===== src/rtl/cp0_core.sv =====
// rtl/cp0_core.sv - Coprocessor-0 control block: SR/Cause/EPC/PRId, exception and interrupt request
//
// Ports:
//   clk          in   1   single clock, state updates on rising edge
//   reset        in   1   asynchronous active-high clear of all state
//   we           in   1   mtc0 in M stage
//   cp0_addr     in   5   register number (12 SR, 13 Cause, 14 EPC, 15 PRId)
//   cp0_wdata    in  32   mtc0 write data
//   cp0_rdata    out 32   mfc0 read data, combinational
//   vpc          in  32   PC of the instruction in M
//   bd_in        in   1   M instruction is in a branch delay slot
//   exc_code_in  in   5   synchronous exception code, 0 = none
//   hw_int       in   6   external interrupt lines, level-sensitive
//   eret         in   1   eret in M stage
//   int_req      out  1   pipeline flush/redirect request, combinational
//   epc_out      out 32   current EPC
//   handler_pc   out 32   exception entry address (constant)
module cp0_core #(
  parameter logic [31:0] HANDLER_PC = 32'h0000_4180,
  parameter logic [31:0] PRID_VAL   = 32'h2024_0007
) (
  input  logic        clk,
  input  logic        reset,
  input  logic        we,
  input  logic [4:0]  cp0_addr,
  input  logic [31:0] cp0_wdata,
  output logic [31:0] cp0_rdata,
  input  logic [31:0] vpc,
  input  logic        bd_in,
  input  logic [4:0]  exc_code_in,
  input  logic [5:0]  hw_int,
  input  logic        eret,
  output logic        int_req,
  output logic [31:0] epc_out,
  output logic [31:0] handler_pc
);

  localparam logic [4:0] ADDR_SR    = 5'd12;
  localparam logic [4:0] ADDR_CAUSE = 5'd13;
  localparam logic [4:0] ADDR_EPC   = 5'd14;
  localparam logic [4:0] ADDR_PRID  = 5'd15;

  // SR fields
  logic [5:0]  im_q, im_d;
  logic        exl_q, exl_d;
  logic        ie_q, ie_d;
  // Cause fields
  logic        bd_q, bd_d;
  logic [5:0]  ip_q, ip_d;
  logic [4:0]  exc_code_q, exc_code_d;
  // EPC
  logic [31:0] epc_q, epc_d;

  logic        int_pend;
  logic        exc_pend;
  logic [31:0] vpc_aligned;
  logic [31:0] epc_target;
  logic [31:0] wdata_aligned;

  // ---------------------------------------------------------------------
  // Request logic. EXL masks both sources so the handler is never
  // re-entered; reset gates the request so the pipeline is not flushed
  // while state is being cleared.
  // ---------------------------------------------------------------------
  always_comb begin
    int_pend = (|(hw_int & im_q)) & ie_q & ~exl_q;
    exc_pend = (exc_code_in != 5'd0) & ~exl_q;
    int_req  = (int_pend | exc_pend) & ~reset;
  end

  // A delay-slot instruction restarts at its branch, one word earlier.
  always_comb begin
    vpc_aligned   = vpc & 32'hFFFF_FFFC;
    wdata_aligned = cp0_wdata & 32'hFFFF_FFFC;
    if (bd_in) begin
      epc_target = vpc_aligned - 32'd4;
    end else begin
      epc_target = vpc_aligned;
    end
  end

  // ---------------------------------------------------------------------
  // Next-state: int_req > eret > we. Cause.IP tracks hw_int every edge,
  // regardless of which (if any) of the above is active.
  // ---------------------------------------------------------------------
  always_comb begin
    im_d       = im_q;
    exl_d      = exl_q;
    ie_d       = ie_q;
    bd_d       = bd_q;
    exc_code_d = exc_code_q;
    epc_d      = epc_q;
    ip_d       = hw_int;

    if (int_req) begin
      exl_d = 1'b1;
      bd_d  = bd_in;
      epc_d = epc_target;
      // Interrupt takes precedence over a simultaneous synchronous exception.
      if (int_pend) begin
        exc_code_d = 5'd0;
      end else begin
        exc_code_d = exc_code_in;
      end
    end else if (eret) begin
      exl_d = 1'b0;
    end else if (we) begin
      case (cp0_addr)
        ADDR_SR: begin
          im_d  = cp0_wdata[15:10];
          exl_d = cp0_wdata[1];
          ie_d  = cp0_wdata[0];
        end
        ADDR_EPC: begin
          epc_d = wdata_aligned;
        end
        default: begin
          // Cause, PRId and unmapped registers are not writable.
        end
      endcase
    end
  end

  always_ff @(posedge clk or posedge reset) begin
    if (reset) begin
      im_q       <= 6'd0;
      exl_q      <= 1'b0;
      ie_q       <= 1'b0;
      bd_q       <= 1'b0;
      ip_q       <= 6'd0;
      exc_code_q <= 5'd0;
      epc_q      <= 32'd0;
    end else begin
      im_q       <= im_d;
      exl_q      <= exl_d;
      ie_q       <= ie_d;
      bd_q       <= bd_d;
      ip_q       <= ip_d;
      exc_code_q <= exc_code_d;
      epc_q      <= epc_d;
    end
  end

  // ---------------------------------------------------------------------
  // Read mux. Reads see registered state only, so an mfc0 paired with an
  // mtc0 in the same cycle returns the pre-write value.
  // ---------------------------------------------------------------------
  always_comb begin
    cp0_rdata = 32'd0;
    case (cp0_addr)
      ADDR_SR:    cp0_rdata = {16'd0, im_q, 8'd0, exl_q, ie_q};
      ADDR_CAUSE: cp0_rdata = {bd_q, 15'd0, ip_q, 3'd0, exc_code_q, 2'd0};
      ADDR_EPC:   cp0_rdata = epc_q;
      ADDR_PRID:  cp0_rdata = PRID_VAL;
      default:    cp0_rdata = 32'd0;
    endcase
  end

  assign epc_out    = epc_q;
  assign handler_pc = HANDLER_PC;

endmodule

===== config.mk =====
export PLATFORM = sky130hd
export DESIGN_NAME = cp0_core
export DESIGN_NICKNAME = d
export VERILOG_FILES = /design/src/rtl/cp0_core.sv
export SDC_FILE = /design/constraint.sdc
export NUM_CORES = 1
export LEC_CHECK = 0
export CORE_MARGIN = 8
export CORE_UTILIZATION = 42
export CTS_BUF_LIST = sky130_fd_sc_hd__clkbuf_4 sky130_fd_sc_hd__clkbuf_8
export CTS_CLUSTER_DIAMETER = 100
export DETAILED_ROUTE_END_ITERATION = 7
export PLACE_DENSITY = 0.91
export SETUP_SLACK_MARGIN = 0.3
export SYNTH_ARGS = -nofsm -noshare
export SYNTH_HDL_FRONTEND = slang
export SYNTH_SLANG_ARGS = --single-unit

===== constraint.sdc =====
create_clock -name clk -period 2.2 [get_ports clk]
set_clock_uncertainty 0.05 [all_clocks]
set_input_delay 0.22 -clock clk [delete_from_list [all_inputs] [get_ports clk]]
set_output_delay 0.22 -clock clk [all_outputs]
set_load 0.1 [all_outputs]

==> results.json, run 1 <==
{
  "outcome": "finished, final reports clean",
  "cp-end-kind": "output port",
  "antenna_found_initial": 0,
  "grt_pass1_wl_um": 19400,
  "fmax_mhz": 481,
  "grt_pass1_vias": 3745,
  "cp-start-kind": "input pin",
  "finalHoldViolCount": 0,
  "slew_headroom": 0.623,
  "regArea_um2": 1260,
  "yosysTopAreaCell": "dfrtp_1",
  "via_per_inst": 5.20,
  "postSynthCellCount": 364,
  "vias": 3406,
  "drtIter0Drc": 111,
  "leakagePower_nw": 2.55,
  "fin_crit_ns": 2.08,
  "synth_seq_cells": 50,
  "grt_max_degree": 23,
  "cts-root-buf": "clkbuf_8",
  "initial_utilization": 0.434,
  "firstDrtPassIters": 4,
  "clk_path_buf_depth": 2,
  "drtAntennaViolNets": 0,
  "synth_common_cells": "60 x mux2i_1, 50 x dfrtp_1, 36 x buf_4",
  "setup_viol": 0,
  "fp.coreArea_um2": 8260,
  "area_delta_synth_final_pct": 70.2,
  "io_pins": 182,
  "netlist_area_um2": 3580,
  "yosysMostFrequentCell": "mux2i_1",
  "cts_tree": "yes",
  "rsz0062_at_grt": "yes",
  "nets": 634,
  "min_path_type": "in2async",
  "die-area_um2": 11700,
  "drt_wl_total_um": 12700,
  "multiInputGateArea_um2": 2370,
  "wl_per_cell_um": 19.4,
  "yosysWarnings": 0,
  "ys_top_cells_by_area": "dfrtp_1 35%, mux2i_1 17%, buf_4 7.5%, xnor2_1 5.6%, nor2_1 3.4%",
  "post-place-cells": 632,
  "rrSetupSlack_ns": 0.15,
  "hpwl_um": 9780,
  "htreeDepth": 2,
  "clk_latency_ns": 0.31,
  "seq_area_frac_synth": 0.349,
  "timing.final.ws_setup_ns": 0.121,
  "critical_path_class": "in2out",
  "power_density_nw_per_um2": 712,
  "synth-edff-count": 0,
  "io_buffers": 145,
  "critPathMaxFanout": 3,
  "yosysTopAreaCellShare": 0.349,
  "rows": 33,
  "synth.distinct_cells": 54,
  "ir_drop_mv": 0.557,
  "dieHeight_um": 108,
  "grtUsageTotal": 0.208,
  "grt_overflow_total": 0,
  "layout-drive-gt1-share": 0.390,
  "gp_congestion": 0.840,
  "worst_pin_slew_ns": 0.564,
  "slew_viol_final": 0,
  "drt_drc_violations_left": 0,
  "cts_inserted_buffers": 5,
  "async_flop_share": 1.00,
  "setup_tns_ns": 0,
  "arrival_ns": 1.81,
  "min_period_over_period": 0.945,
  "post_synth.cell_area_avg_um2": 9.85,
  "final_cells": 655,
  "num-fill-cells": 564,
  "synthFlopType": "dfrtp_1",
  "cts_num_sinks": 50,
  "clk_pin_slew_ns": 0.11,
  "cap_violations": 0,
  "die_w_um": 108,
  "required_ns": 1.93,
  "post-place-ws_ns": -0.196,
  "power_mw": 4.34
}
[metrics by stage]
| stage | area, um^2 | utilization | hold WS [ns] |
|---|---|---|---|
| detailed placement | 5620 | 0.681 | 0.447 |
| global route | 6100 | 0.739 | 0.272 |
| CTS | 5960 | 0.722 | 0.243 |
| floorplan | 3850 | - | 0.201 |
| global placement | 5620 | 0.681 | 0.447 |
| finish | 6100 | 0.739 | 0.248 |
[report_power, final]
part | internal, mW | switching, mW
combinational | 0.667 | 1.82
clock | 0.237 | 0.347
sequential | 1.11 | 0.158
[placed cells by master, fill, tap and decap left out, drive strengths merged, types with 5 or more instances in the layout]
| cell type | synthesis | routed |
|---|---|---|
| xor2 | 5 | 5 |
| buf | 44 | 113 |
| dfrtp | 50 | 50 |
| clkdlybuf4s50 | 0 | 70 |
| a22oi | 5 | 5 |
| xnor2 | 23 | 23 |
| clkbuf | 6 | 5 |
| conb | 2 | 34 |
| inv | 9 | 10 |
| nand3 | 10 | 10 |
| mux2i | 60 | 60 |
| a21oi | 9 | 9 |
| dlymetal6s2s | 0 | 8 |
| nor3 | 12 | 12 |
| nor2 | 32 | 32 |
| mux2 | 8 | 8 |
| o21ai | 15 | 15 |
| and2 | 15 | 15 |
| nor4 | 9 | 9 |
| nand2 | 17 | 17 |
[cells by family (layout without fill, tap and decap cells)]
logic type	Yosys count	after routing	synth area share
simple gates	119	119	0.213
mux	68	68	0.193
buf+inv	59	212	0.109
flops	50	50	0.349
compound gates	37	37	0.0625
xor+xnor	28	28	0.0684
other cells	2	35	0.00210
fa+ha+maj	1	1	0.00349
[per-layer routing]
layer	track usage	vias up	routed length [um]
li1	-	1574	-
met1	0.227	1657	4730
met2	0.380	143	6630
met3	0.0518	32	1000
met4	0.0772	0	336
met5	0	-	0
[critical path, stage by stage]
cell and delay [ns]:
clkdlybuf4s50_1 0.46, or4_1 0.62, nor2_4 0.14, a21boi_4 0.08, buf_12 0.13, buf_12 0.15
[timing repair]
| item | CTS | global route |
|---|---|---|
| hold buffers | 0 | 0 |
| gates resized for setup | 40 | 27 |
| pin swaps | 6 | 13 |
| endpoints found under the setup margin | 58 | 72 |
| buffers inserted | 9 | 3 |
| cloned | 2 | 0 |
[area by class of cell]
type                       instances  area share
antenna                            1    0.000410
clock buffer                       5      0.0113
clock inverter                     3     0.00472
inverter                           9     0.00554
multi-input combinational        287       0.389
sequential                        50       0.207
tap                              105      0.0215
timing repair buffer             195       0.361
[flip-flops by register name, summed over array words and instances (netlist names)]
signal,flops
epc_out,30
exl_q,1
exc_code_q,5
im_q,6
ie_q,1
bd_q,1
ip_q,6
[worst paths after layout]
path	start	to	cells past startpoint
setup / recovery	exc_code_in[3]	int_req	6
min in group clk	vpc[2]	epc_out[2]	5
max in group asynchronous	reset	epc_out[10]	3
hold / removal	reset	im_q[1]	2
hold reg to reg	im_q[3]	im_q[3]	1
setup reg to reg	im_q[1]	im_q[1]	7
No activity file was read; power rests on OpenSTA's default activity.
==> run 2: changes to the inputs <==
--- a/config.mk
+++ b/config.mk
@@ -6,11 +6,11 @@
 export NUM_CORES = 1
 export LEC_CHECK = 0
 export CORE_MARGIN = 8
-export CORE_UTILIZATION = 42
+export CORE_UTILIZATION = 37
 export CTS_BUF_LIST = sky130_fd_sc_hd__clkbuf_4 sky130_fd_sc_hd__clkbuf_8
 export CTS_CLUSTER_DIAMETER = 100
 export DETAILED_ROUTE_END_ITERATION = 7
-export PLACE_DENSITY = 0.91
+export PLACE_DENSITY = 0.82
 export SETUP_SLACK_MARGIN = 0.3
 export SYNTH_ARGS = -nofsm -noshare
 export SYNTH_HDL_FRONTEND = slang
==> run 2 against run 1 <==
Against the previous run:
- combinational power barely moved
- via count is 2.3% lower
- sequential power about the same
- largest power group unchanged
- total power is 0.50% higher
- count of clock-buffer cells in the layout unchanged
- critical path depth unchanged
- die area up 11%
- clock power rose by 0.7%
- non-clock buffer count up 1
- core utilization shrank 9.4 points
- critical path type unchanged
- cell count up 4.6%
- highest routed layer unchanged
- global-route usage fell by 1.8 points
==> results.json, run 2 (synthesized netlist as in run 1, its figures left out) <==
{
  "outcome": "finished, final reports clean",
  "drtAntennaViolNets": 0,
  "layout-drive-gt1-share": 0.384,
  "die-area_um2": 13100,
  "final_common_cell": "clkdlybuf4s50_1",
  "power_density_nw_per_um2": 705,
  "drtIter0Drc": 140,
  "cts_hold_buf": 0,
  "via_per_inst": 4.86,
  "holdWs_ns": 0.253,
  "dieHeight_um": 114,
  "vias": 3327,
  "htreeDepth": 2,
  "io_pins": 182,
  "placed_area_um2": 5710,
  "reg2regPathDepth": 7,
  "grt_max_degree": 51,
  "min_period_over_period": 0.921,
  "nets": 635,
  "final_cell_mix": "71 x clkdlybuf4s50_1, 68 x buf_4, 59 x mux2i_1",
  "grt_pass1_wl_um": 19500,
  "area_delta_synth_final_pct": 72.7,
  "drt_wl_total_um": 12900,
  "min_path_type": "in2async",
  "post-route-util": 0.645,
  "fin_crit_ns": 2.03,
  "critical_path_class": "in2out",
  "critPathMaxFanout": 4,
  "rsz0062_at_grt": "yes",
  "clk_path_buf_depth": 2,
  "drt_drc_violations_left": 0,
  "clk_latency_ns": 0.31,
  "firstDrtPassIters": 4,
  "wl_per_cell_um": 18.8,
  "clk_pin_slew_ns": 0.10,
  "io_buffers": 145,
  "antenna_found_initial": 1,
  "setup_viol": 0,
  "cts_tree": "yes",
  "hpwl_um": 9930,
  "cts_inserted_buffers": 5,
  "grt_overflow_total": 0,
  "gp_congestion": 0.802,
  "ir_drop_mv": 0.533,
  "arrival_ns": 1.76,
  "leakagePower_nw": 2.59,
  "slew_viol_final": 0,
  "die_w_um": 114,
  "cp-start-kind": "input pin",
  "cp-end-kind": "output port",
  "fmax_mhz": 494,
  "initial_utilization": 0.374,
  "grt_pass1_vias": 3727,
  "grtUsageTotal": 0.190,
  "finalHoldViolCount": 0,
  "cts_num_sinks": 50,
  "required_ns": 1.93,
  "cts-root-buf": "clkbuf_8",
  "power_mw": 4.37,
  "largest_reg_flops": 30,
  "cap_violations": 0,
  "finalInstanceArea_um2": 6190,
  "fp.coreArea_um2": 9590,
  "rows": 36
}
==> run 2: changes by cell type in the layout (fill, tap and decap cells not counted), moves of 4 or more <==
cell	previous run	this run
o21ai_2	0	5
a21oi_1	1	6
a22oi_1	0	4
a22oi_2	5	1
and2_4	1	15
o21ai_0	7	3
a21oi_2	8	1
and2_2	14	0
==> run 2: timing repair <==
item / CTS / global route
cloned: 2 / 1
endpoints found under the setup margin: 62 / 60
pin swaps: 7 / 7
buffers inserted: 6 / 2
resized for setup: 52 / 30
==> run 2: per-layer routing <==
metal,global-route usage,wire length [um],up-vias
met1,0.201,4800,1610
met5,0,0,-
met3,0.0543,828,27
li1,-,-,1577
met2,0.348,6850,113
met4,0.0692,415,0
==> run 2: layout make-up <==
type                            count  area (um^2)
Clock inverter                      3         26.3
Sequential cell                    50         1260
Multi-Input combinational cell    287         2380
Inverter                            9         33.8
Clock buffer                        5         68.8
Fill cell                         763         3400
Antenna cell                        2         5.00
Timing Repair Buffer              196         2250
Tap cell                          133          166
==> run 2: final timing paths <==
check | startpoint | to | slack, ns
max in group asynchronous | reset | epc_out[10] | 1.61
setup reg to reg | im_q[1] | ie_q | 0.18
hold reg to reg | exc_code_q[1] | exc_code_q[1] | 0.49
hold / removal | reset | exc_code_q[2] | 0.25
min in group clk | hw_int[2] | ip_q[2] | 0.31
setup / recovery | exc_code_in[3] | int_req | 0.17
==> run 2: critical path, stage by stage <==
cell	delay, ns
clkdlybuf4s50_1	0.42
or4_1	0.55
nor2_2	0.17
a21boi_4	0.09
buf_12	0.13
buf_16	0.16
==> run 2: report_power, final <==
part           internal [mW]  leakage [nW]  total (mW)  switching [mW]
sequential              1.11         0.592        1.27           0.161
combinational          0.680          1.94        2.51            1.83
clock                  0.235        0.0491       0.587           0.352
==> run 2: per-stage QoR <==
stage | worst slack, ns | instances | TNS [ns]
floorplan | -0.221 | 396 | -0.478
global placement | -0.0649 | 664 | -0.714
detailed placement | -0.162 | 664 | -3.02
CTS | 0.159 | 680 | 0
global route | 0.126 | 684 | 0
finish | 0.174 | 685 | 0
==> run 3: changes to the inputs <==
--- a/config.mk
+++ b/config.mk
@@ -8,7 +8,6 @@
 export CORE_MARGIN = 8
 export CORE_UTILIZATION = 37
 export CTS_BUF_LIST = sky130_fd_sc_hd__clkbuf_4 sky130_fd_sc_hd__clkbuf_8
-export CTS_CLUSTER_DIAMETER = 100
 export DETAILED_ROUTE_END_ITERATION = 7
 export PLACE_DENSITY = 0.82
 export SETUP_SLACK_MARGIN = 0.3
==> constraint.sdc (replaced) <==
create_clock -name clk -period 2.4 [get_ports clk]
set_clock_uncertainty 0.05 [all_clocks]
set_input_delay 0.24 -clock clk [delete_from_list [all_inputs] [get_ports clk]]
set_output_delay 0.24 -clock clk [all_outputs]
set_load 0.1 [all_outputs]
==> run 3 against run 2 <==
Against the previous run:
- die area did not move
- via count shrank 2.6%
- sequential share of layout area increased by 1.0 points
- routed wire length decreased by 4.2%
- sequential power down 9%
- combinational power down 11%
- register-to-register slack improved by 0.16 ns
- flip-flop and latch count is the same
- critical endpoint unchanged
- highest routed layer unchanged
==> results.json, run 3 (synthesized netlist as in run 1, its figures left out) <==
{
  "ir_drop_mv": 0.446,
  "grt_use_met1": 0.201,
  "power_density_nw_per_um2": 674,
  "finalInstanceArea_um2": 5830,
  "die-area_um2": 13100,
  "leakagePower_nw": 2.35,
  "largest_reg_flops": 30,
  "cts-root-buf": "clkbuf_8",
  "clk_pin_slew_ns": 0.11,
  "hpwl_um": 9720,
  "io_buffers": 145,
  "grt_pass1_wl_um": 18800,
  "cp-end-kind": "output port",
  "rsz0062_at_grt": "yes",
  "rrSetupSlack_ns": 0.34,
  "cts_hold_buf": 0,
  "gp_congestion": 0.833,
  "dieHeight_um": 114,
  "vias": 3240,
  "timing.final.ws_setup_ns": 0.334,
  "critical_path_class": "in2out",
  "setup_tns_ns": 0,
  "post-place-cells": 646,
  "grtUsageTotal": 0.181,
  "via_per_inst": 4.89,
  "nets": 614,
  "placed_area_um2": 5540,
  "crit_chain": "clkdlybuf4s50_1 > or4_1 > nor2_1 > a21boi_4 > buf_12 > buf_12",
  "layout-drive-gt1-share": 0.272,
  "firstDrtPassIters": 5,
  "cts_tree": "yes",
  "drtAntennaViolNets": 0,
  "drtIter0Drc": 139,
  "busiest_layer": "met2",
  "drt_wl_total_um": 12300,
  "r2r_end": "im_q[0]",
  "initial_utilization": 0.374,
  "use_met2": 0.328,
  "fp.coreArea_um2": 9590,
  "cts_inserted_buffers": 5,
  "critPathMaxFanout": 3,
  "clk_path_buf_depth": 2,
  "antenna-diode-count": 0,
  "crit_path_frequent_cell": "buf_12",
  "post-place-ws_ns": 0.0145,
  "setup_viol": 0,
  "finalHoldViolCount": 0,
  "area_delta_synth_final_pct": 62.7,
  "drt_drc_violations_left": 0,
  "met3_usage": 0.0533,
  "htreeDepth": 2,
  "rows": 36,
  "final_common_cell": "clkdlybuf4s50_1",
  "min_period_over_period": 0.861,
  "die_w_um": 114,
  "power_mw": 3.93,
  "required_ns": 2.11,
  "clk_latency_ns": 0.30,
  "arrival_ns": 1.78,
  "grt_max_degree": 30,
  "worst_pin_slew_ns": 0.540,
  "final_cell_mix": "81 x clkdlybuf4s50_1, 60 x mux2i_1, 51 x buf_4",
  "antenna_found_initial": 0,
  "slowest_delay_ns": 0.52,
  "slowest_stage": "or4_1",
  "final_cells": 662,
  "slew_headroom": 0.639,
  "slew_viol_final": 0,
  "reg2regPathDepth": 7,
  "fin_crit_ns": 2.07,
  "cap_violations": 0,
  "fmax_mhz": 484,
  "outcome": "finished, final reports clean",
  "num-fill-cells": 794,
  "io_pins": 182,
  "cts_num_sinks": 50,
  "reg2reg_from": "im_q[0]",
  "min_path_type": "in2async",
  "cp-start-kind": "input pin",
  "grt_overflow_total": 0,
  "wl_per_cell_um": 18.7,
  "grt_pass1_vias": 3609
}
==> run 3: changes by cell type in the layout (fill, tap and decap cells not counted), sizes merged <==
| cell | previous run | this run |
|---|---|---|
| clkdlybuf4s50 | 71 | 81 |
| dlymetal6s2s | 9 | 1 |
| bufbuf | 0 | 2 |
| buf | 113 | 91 |
| diode | 2 | 0 |
| clkinv | 1 | 0 |
| dlygate4sd2 | 2 | 0 |
| inv | 11 | 10 |
| clkinvlp | 0 | 1 |
==> run 3: how the worst max path moves through the flow <==
| stage | cells after the start | slack (ns) | from | endpoint |
|---|---|---|---|---|
| final | 6 | 0.33 | exc_code_in[3] | int_req |
| after global routing | 6 | 0.26 | im_q[0] | int_req |
| after CTS | 6 | 0.31 | im_q[2] | int_req |
| after detailed placement | 9 | 0.01 | vpc[3] | epc_out[26] |
| after global placement | 9 | 0.10 | vpc[3] | epc_out[30] |
| after floorplan | 3 | -0.06 | cp0_addr[1] | cp0_rdata[0] |
==> run 3: layout make-up <==
| class | count | area [um^2] | area share |
|---|---|---|---|
| Multi-Input combinational cell | 287 | 2250 | 0.385 |
| Timing Repair Buffer | 175 | 2040 | 0.349 |
| Sequential cell | 50 | 1250 | 0.215 |
| Tap cell | 133 | 166 | 0.0285 |
| Clock buffer | 6 | 82.6 | 0.0142 |
| Inverter | 9 | 33.8 | 0.00579 |
| Clock inverter | 2 | 16.3 | 0.00279 |
==> run 3: layer usage <==
metal  up-vias  routed length, um
li1       1529                  -
met1      1581               4810
met2       118               6520
met3        12                874
met4         0                150
met5         -                  0
==> run 3: what timing repair did <==
action	CTS	global route
buffers inserted	2	4
gates resized for setup	0	15
endpoints found under the setup margin	1	20
hold endpoints to repair	0	0
gates cloned	2	0
pin swaps	2	6
==> run 3: where the power goes <==
group	internal [mW]	leakage (nW)	switching [mW]
combinational	0.580	1.70	1.65
sequential	1.01	0.604	0.139
clock	0.238	0.0478	0.316
total	1.83	2.35	2.10
==> run 3: critical path: cells and delay by family <==
family | cells | cell delay (ns)
AND/OR/NAND/NOR | 2 | 0.72
buffers and inverters | 3 | 0.70
AO/OA/AOI/OAI | 1 | 0.11
==> run 3: through the flow <==
stage               hold WS (ns)   util
floorplan                  0.221      -
global placement           0.447  0.578
detailed placement         0.462  0.578
CTS                        0.275  0.597
global route               0.305  0.608
finish                     0.258  0.608
